### src/rtl/fa_chk_pkg.sv
// Shared types for the full-adder response checker: FSM states, the delay-line
// entry and the golden adder.
package fa_chk_pkg;

  typedef enum logic [1:0] {IDLE, RUN, DONE} chk_state_t;

  typedef struct packed {
    logic       v;
    logic       a;
    logic       b;
    logic       cin;
    logic [1:0] exp;
  } fa_vec_t;

  localparam int MAX_LATENCY = 8;

  function automatic logic [1:0] fa_golden(input logic a, input logic b, input logic cin);
    return {1'b0, a} + {1'b0, b} + {1'b0, cin};
  endfunction

endpackage

### src/rtl/fa_delay_line.sv
// Fixed-depth delay line that lines the golden entry up with the DUT output.
// DEPTH=0 passes straight through; flush empties every stage.
module fa_delay_line
  import fa_chk_pkg::*;
#(
  parameter int  DEPTH = 1,
  parameter type T     = fa_vec_t
) (
  input  logic clk,
  input  logic rst_n,
  input  logic flush,
  input  T     din,
  output T     dout
);

  generate
    if (DEPTH == 0) begin : g_wire
      logic unused_ok;
      assign unused_ok = ^{clk, rst_n, flush};
      assign dout      = din;
    end else begin : g_sr
      T sr [DEPTH];

      always_ff @(posedge clk or negedge rst_n) begin
        if (!rst_n) begin
          for (int i = 0; i < DEPTH; i++) sr[i] <= '0;
        end else if (flush) begin
          // Whole-entry clear also drops the valid bits of anything in flight.
          for (int i = 0; i < DEPTH; i++) sr[i] <= '0;
        end else begin
          sr[0] <= din;
          for (int i = 1; i < DEPTH; i++) sr[i] <= sr[i-1];
        end
      end

      assign dout = sr[DEPTH-1];
    end
  endgenerate

endmodule

### src/rtl/chk_full_adder_2.sv
// Clocked response checker for the 1-bit full adder: golden model, latency
// alignment, compare, counters and first-error capture.
module chk_full_adder_2
  import fa_chk_pkg::*;
#(
  parameter int NUM_VECTORS = 16,
  parameter int DUT_LATENCY = 0,
  parameter int CNT_W       = 8
) (
  input  logic             clk,
  input  logic             rst_n,
  input  logic             start,
  input  logic             in_valid,
  input  logic             A,
  input  logic             B,
  input  logic             Cin,
  input  logic             Sum,
  input  logic             Cout,
  output logic             busy,
  output logic             done,
  output logic             pass,
  output logic             err_flag,
  output logic [CNT_W-1:0] vec_cnt,
  output logic [CNT_W-1:0] err_cnt,
  output logic [CNT_W-1:0] first_err_idx,
  output logic [4:0]       first_err_vec
);

  localparam logic [CNT_W-1:0] NUM_V = CNT_W'(NUM_VECTORS);

  chk_state_t state, state_nxt;
  fa_vec_t    issue, aligned;
  logic       flush, cmp_fire, mismatch, last_cmp;

  assign flush = start && (state != RUN);

  always_comb begin
    issue     = '0;
    issue.v   = in_valid && (state == RUN);
    issue.a   = A;
    issue.b   = B;
    issue.cin = Cin;
    issue.exp = fa_golden(A, B, Cin);
  end

  fa_delay_line #(.DEPTH(DUT_LATENCY), .T(fa_vec_t)) u_dly (
    .clk   (clk),
    .rst_n (rst_n),
    .flush (flush),
    .din   (issue),
    .dout  (aligned)
  );

  // Case inequality so X/Z on the DUT outputs is reported as a mismatch.
  assign cmp_fire = aligned.v && (state == RUN);
  assign mismatch = ({Cout, Sum} !== aligned.exp);
  assign last_cmp = cmp_fire && (vec_cnt == NUM_V - 1'b1);

  always_comb begin
    state_nxt = state;
    case (state)
      IDLE, DONE: if (start)    state_nxt = RUN;
      RUN:        if (last_cmp) state_nxt = DONE;
      default:                  state_nxt = IDLE;
    endcase
  end

  always_ff @(posedge clk or negedge rst_n) begin
    if (!rst_n) state <= IDLE;
    else        state <= state_nxt;
  end

  always_ff @(posedge clk or negedge rst_n) begin
    if (!rst_n) begin
      vec_cnt       <= '0;
      err_cnt       <= '0;
      err_flag      <= 1'b0;
      first_err_idx <= '0;
      first_err_vec <= '0;
    end else if (flush) begin
      vec_cnt       <= '0;
      err_cnt       <= '0;
      err_flag      <= 1'b0;
      first_err_idx <= '0;
      first_err_vec <= '0;
    end else if (cmp_fire) begin
      vec_cnt <= vec_cnt + 1'b1;
      if (mismatch) begin
        if (err_cnt != '1) err_cnt <= err_cnt + 1'b1;
        if (!err_flag) begin
          err_flag      <= 1'b1;
          first_err_idx <= vec_cnt;
          first_err_vec <= {aligned.a, aligned.b, aligned.cin, Sum, Cout};
        end
      end
    end
  end

  assign busy = (state == RUN);
  assign done = (state == DONE);
  assign pass = done && (err_cnt == '0);

endmodule

### config.mk
export PLATFORM = sky130hd
export DESIGN_NAME = chk_full_adder_2
export DESIGN_NICKNAME = d
export VERILOG_FILES = /design/src/rtl/fa_chk_pkg.sv /design/src/rtl/fa_delay_line.sv /design/src/rtl/chk_full_adder_2.sv
export SDC_FILE = /design/constraint.sdc
export NUM_CORES = 1
export LEC_CHECK = 0
export BUFFER_PORTS_ARGS = -buffer_cell sky130_fd_sc_hd__buf_2
export CORE_MARGIN = 1
export CORE_UTILIZATION = 40
export DETAILED_ROUTE_END_ITERATION = 16
export PLACE_DENSITY = 0.74
export SYNTH_ARGS = -nofsm -noshare
export SYNTH_HDL_FRONTEND = slang
export SYNTH_SLANG_ARGS = --single-unit
### constraint.sdc
create_clock -name clk -period 4.8 [get_ports clk]
set_clock_uncertainty 0.1 [all_clocks]
set_input_delay 0.96 -clock clk [delete_from_list [all_inputs] [get_ports clk]]
set_output_delay 0.96 -clock clk [all_outputs]
set_load 0.01 [all_outputs]
==> run metrics <==
Netlist Area Pre-Place between 0.0015 and 0.002 mm^2; Residual DRC 0; Avg Cell Area, Syn between 9 and 10 um^2; layout cells sized above 1 about a quarter; Min-Delay Endpoint first_err_idx[5]; cts hold-fix bufs 0; clk_lat worst skew 280 ps; root buffer cell clkbuf_8; Power Dens Cells 509 mW/mm^2; period utilisation layout between 50% and 60%; Hold Startpoint first_err_idx[5]; Initial Util between 40% and 50%; met2 Resource Use GR a little over a quarter; WL/cell 13.2 um; clk slew on worst S/H paths approximately 60 ps; TritonCTS Sinks 32; Nets 222; Slew HR 52.8%; Synth Area in Simple Gates between 20% and 30%; Vias 1334; M1 GR Usage between 20% and 30%; vias per inst 5.19; FF-to-FF path depth 4; Die X roughly 64 um; CP max FO 6; H-tree Lvls 2; Antenna Nets Post-Route 0; Hold Path Class reg2reg; Yosys top cell area share 51.7%; Seq/Total Area, Yosys slightly above 50%; most area-consuming cells after synthesis dfrtp_1, nand2_1, o21ai_0; Final HPWL DP approximately 2400 um; postcts setup bufs 0; Synth Instances 166; LEAKAGE 0.926 nW; kind of critical path reg2out; commonest cells in the synthesized netlist nand2_1, dfrtp_1, o21ai_0; Reg2Reg Setup Slack 2850 ps; max-slew violation count 0; crit start category flip-flop; gr usage total between 10% and 20%; antenna violations before repair 0; cell row count 22; Critical Path AT around 1600 ps; CTS buffer count 5; GR Util met3 4.82%; filler instances roughly 360; Worst VDD drop approximately 0.17 mV; max incr delay on CP 450 ps; port bufs 41; post_cts resized 0; RR Endpoint err_cnt[1]; RR Startpoint err_cnt[0]; number of enable flip-flop cells after synthesis 0; Setup-failing EPs final 0; CP Cell Sequence inv_1 -> ha_1 -> nor4b_1 -> nand2_1 -> nor4_1 -> buf_2; Setup TNS 0 ps; Final Critical Period between 2000 and 3000 ps; die footprint slightly above 0.004 mm^2; CTS max path bufs 2; Yosys cell types 33; gpl congestion ~0.89; First DRT Iteration DRCs 60; final hold violations 0; Die H approximately 64 um; Synth Warn # 0; Area Growth Syn to Fin 22.3%; Pre-antenna DRT Iters 4; GRT overflow 0; largest family of logic cells by synthesized area simple AND/OR/NAND/NOR gates; RSZ-0062 raised after global routing no; Critical Path Slowest Stage Cell dfrtp_1; Synth Area in Adders around 3.7%; first-pass GRT wire length roughly 5600 um; post-synthesis register bit count 32; vias in the first global route ~1.2k; Slew @ Worst Pin approximately 700 ps; I/O pins 42; Max Freq between 0.3 and 0.4 GHz; CP required roughly 3700 ps; grt peak-use layer met2; status completed; Synth async-reset ratio 100%; post-synth net total between 150 and 200; Top FF cell, synth dfrtp_1; cell taking the most area after synthesis dfrtp_1; most frequent cell after synthesis nand2_1; TritonCTS clock tree yes; diode count 0; WHS Path Cells 2; mux contribution to synthesized area between 1 and 1.5%; core area roughly 0.0037 mm^2; critical path capture point type output port; Synth Area in XOR/XNOR under 10%; WHS 418 ps; compound-cell area share of the yosys netlist 14.9%; Maximum Capacitance Violations 0; DRT Wirelength ~3400 um; largest net degree at the start of global routing 33
worst max path at each step:
| stage | slack, ps | cells past startpoint | start | endpoint |
|---|---|---|---|---|
| 4_1_cts | 2120 | 6 | err_cnt[0] | pass |
| 3_5_place_dp | 1920 | 6 | A | err_cnt[4] |
| 5_1_grt | 1950 | 6 | err_cnt[0] | pass |
| 6_report | 2140 | 6 | err_cnt[1] | pass |
| 2_1_floorplan | 2130 | 5 | A | err_cnt[4] |
| 3_3_place_gp | 1960 | 6 | A | err_cnt[1] |
final cells by class:
| class | instances | area, um^2 | share of cell area (%) |
|---|---|---|---|
| inverter | 8 | 30.0 | 1.58 |
| tap | 48 | 60.1 | 3.17 |
| timing repair buffer | 42 | 213 | 11.2 |
| clock buffer | 7 | 96.3 | 5.08 |
| sequential | 32 | 801 | 42.2 |
| multi-input combinational | 120 | 696 | 36.7 |
per-layer routing:
layer / share of wire [%] / wire length (um)
met1: 49 / 1660
met4: 1.1 / 38
met5: 0 / 0
met2: 46 / 1550
met3: 4.4 / 149
where the power goes:
part	switching [mW]	internal (mW)	total, mW	leakage [nW]
logic	0.188	0.130	0.318	0.454
registers	0.0860	0.341	0.427	0.421
clock network	0.0932	0.127	0.221	0.0503
total	0.367	0.599	0.966	0.926
metrics by stage:
stage	area, um^2	std cells	utilization (%)	total power [mW]	setup WS, ps
global placement	1800	250	48.8	0.741	1960
finish	1900	257	51.4	0.966	2140
global route	1900	257	51.4	1.04	1950
detailed placement	1800	250	48.8	0.752	1920
floorplan	1550	166	-	0.618	2130
CTS	1900	257	51.4	0.974	2120
cells by family (layout without fill, tap and decap cells):
| logic type | Yosys count | in the layout |
|---|---|---|
| XOR/XNOR | 5 | 5 |
| adder cells (fa/ha/maj) | 4 | 4 |
| flip-flops | 32 | 32 |
| AO/OA/AOI/OAI | 38 | 38 |
| multiplexers | 2 | 2 |
| AND/OR/NAND/NOR | 71 | 71 |
| buffers and inverters | 14 | 57 |
critical path: cells and delay by family (launching register included):
| family | cells | cell delay (ps) |
|---|---|---|
| fa+ha+maj | 1 | 140 |
| buf+inv | 2 | 270 |
| simple gates | 3 | 460 |
| flops | 1 | 450 |
placed cells by master, fill, tap and decap left out, drive strengths merged, types with 2 or more instances in the layout:
cell type  count
or3            3
o21ai         21
buf           42
o311ai         2
ha             3
nand4          4
nand2         36
clkbuf         7
nand3          8
dfrtp         32
xnor2          5
nor3           3
nor2           8
inv            8
o31ai          3
a21oi          7
nor4           2
flip-flops by register name (all words and copies together), names as in the netlist:
name           count
err_cnt            8
first_err_idx      8
vec_cnt            8
first_err_vec      5
state              2
err_flag           1
No activity file was read; power rests on OpenSTA's default activity.
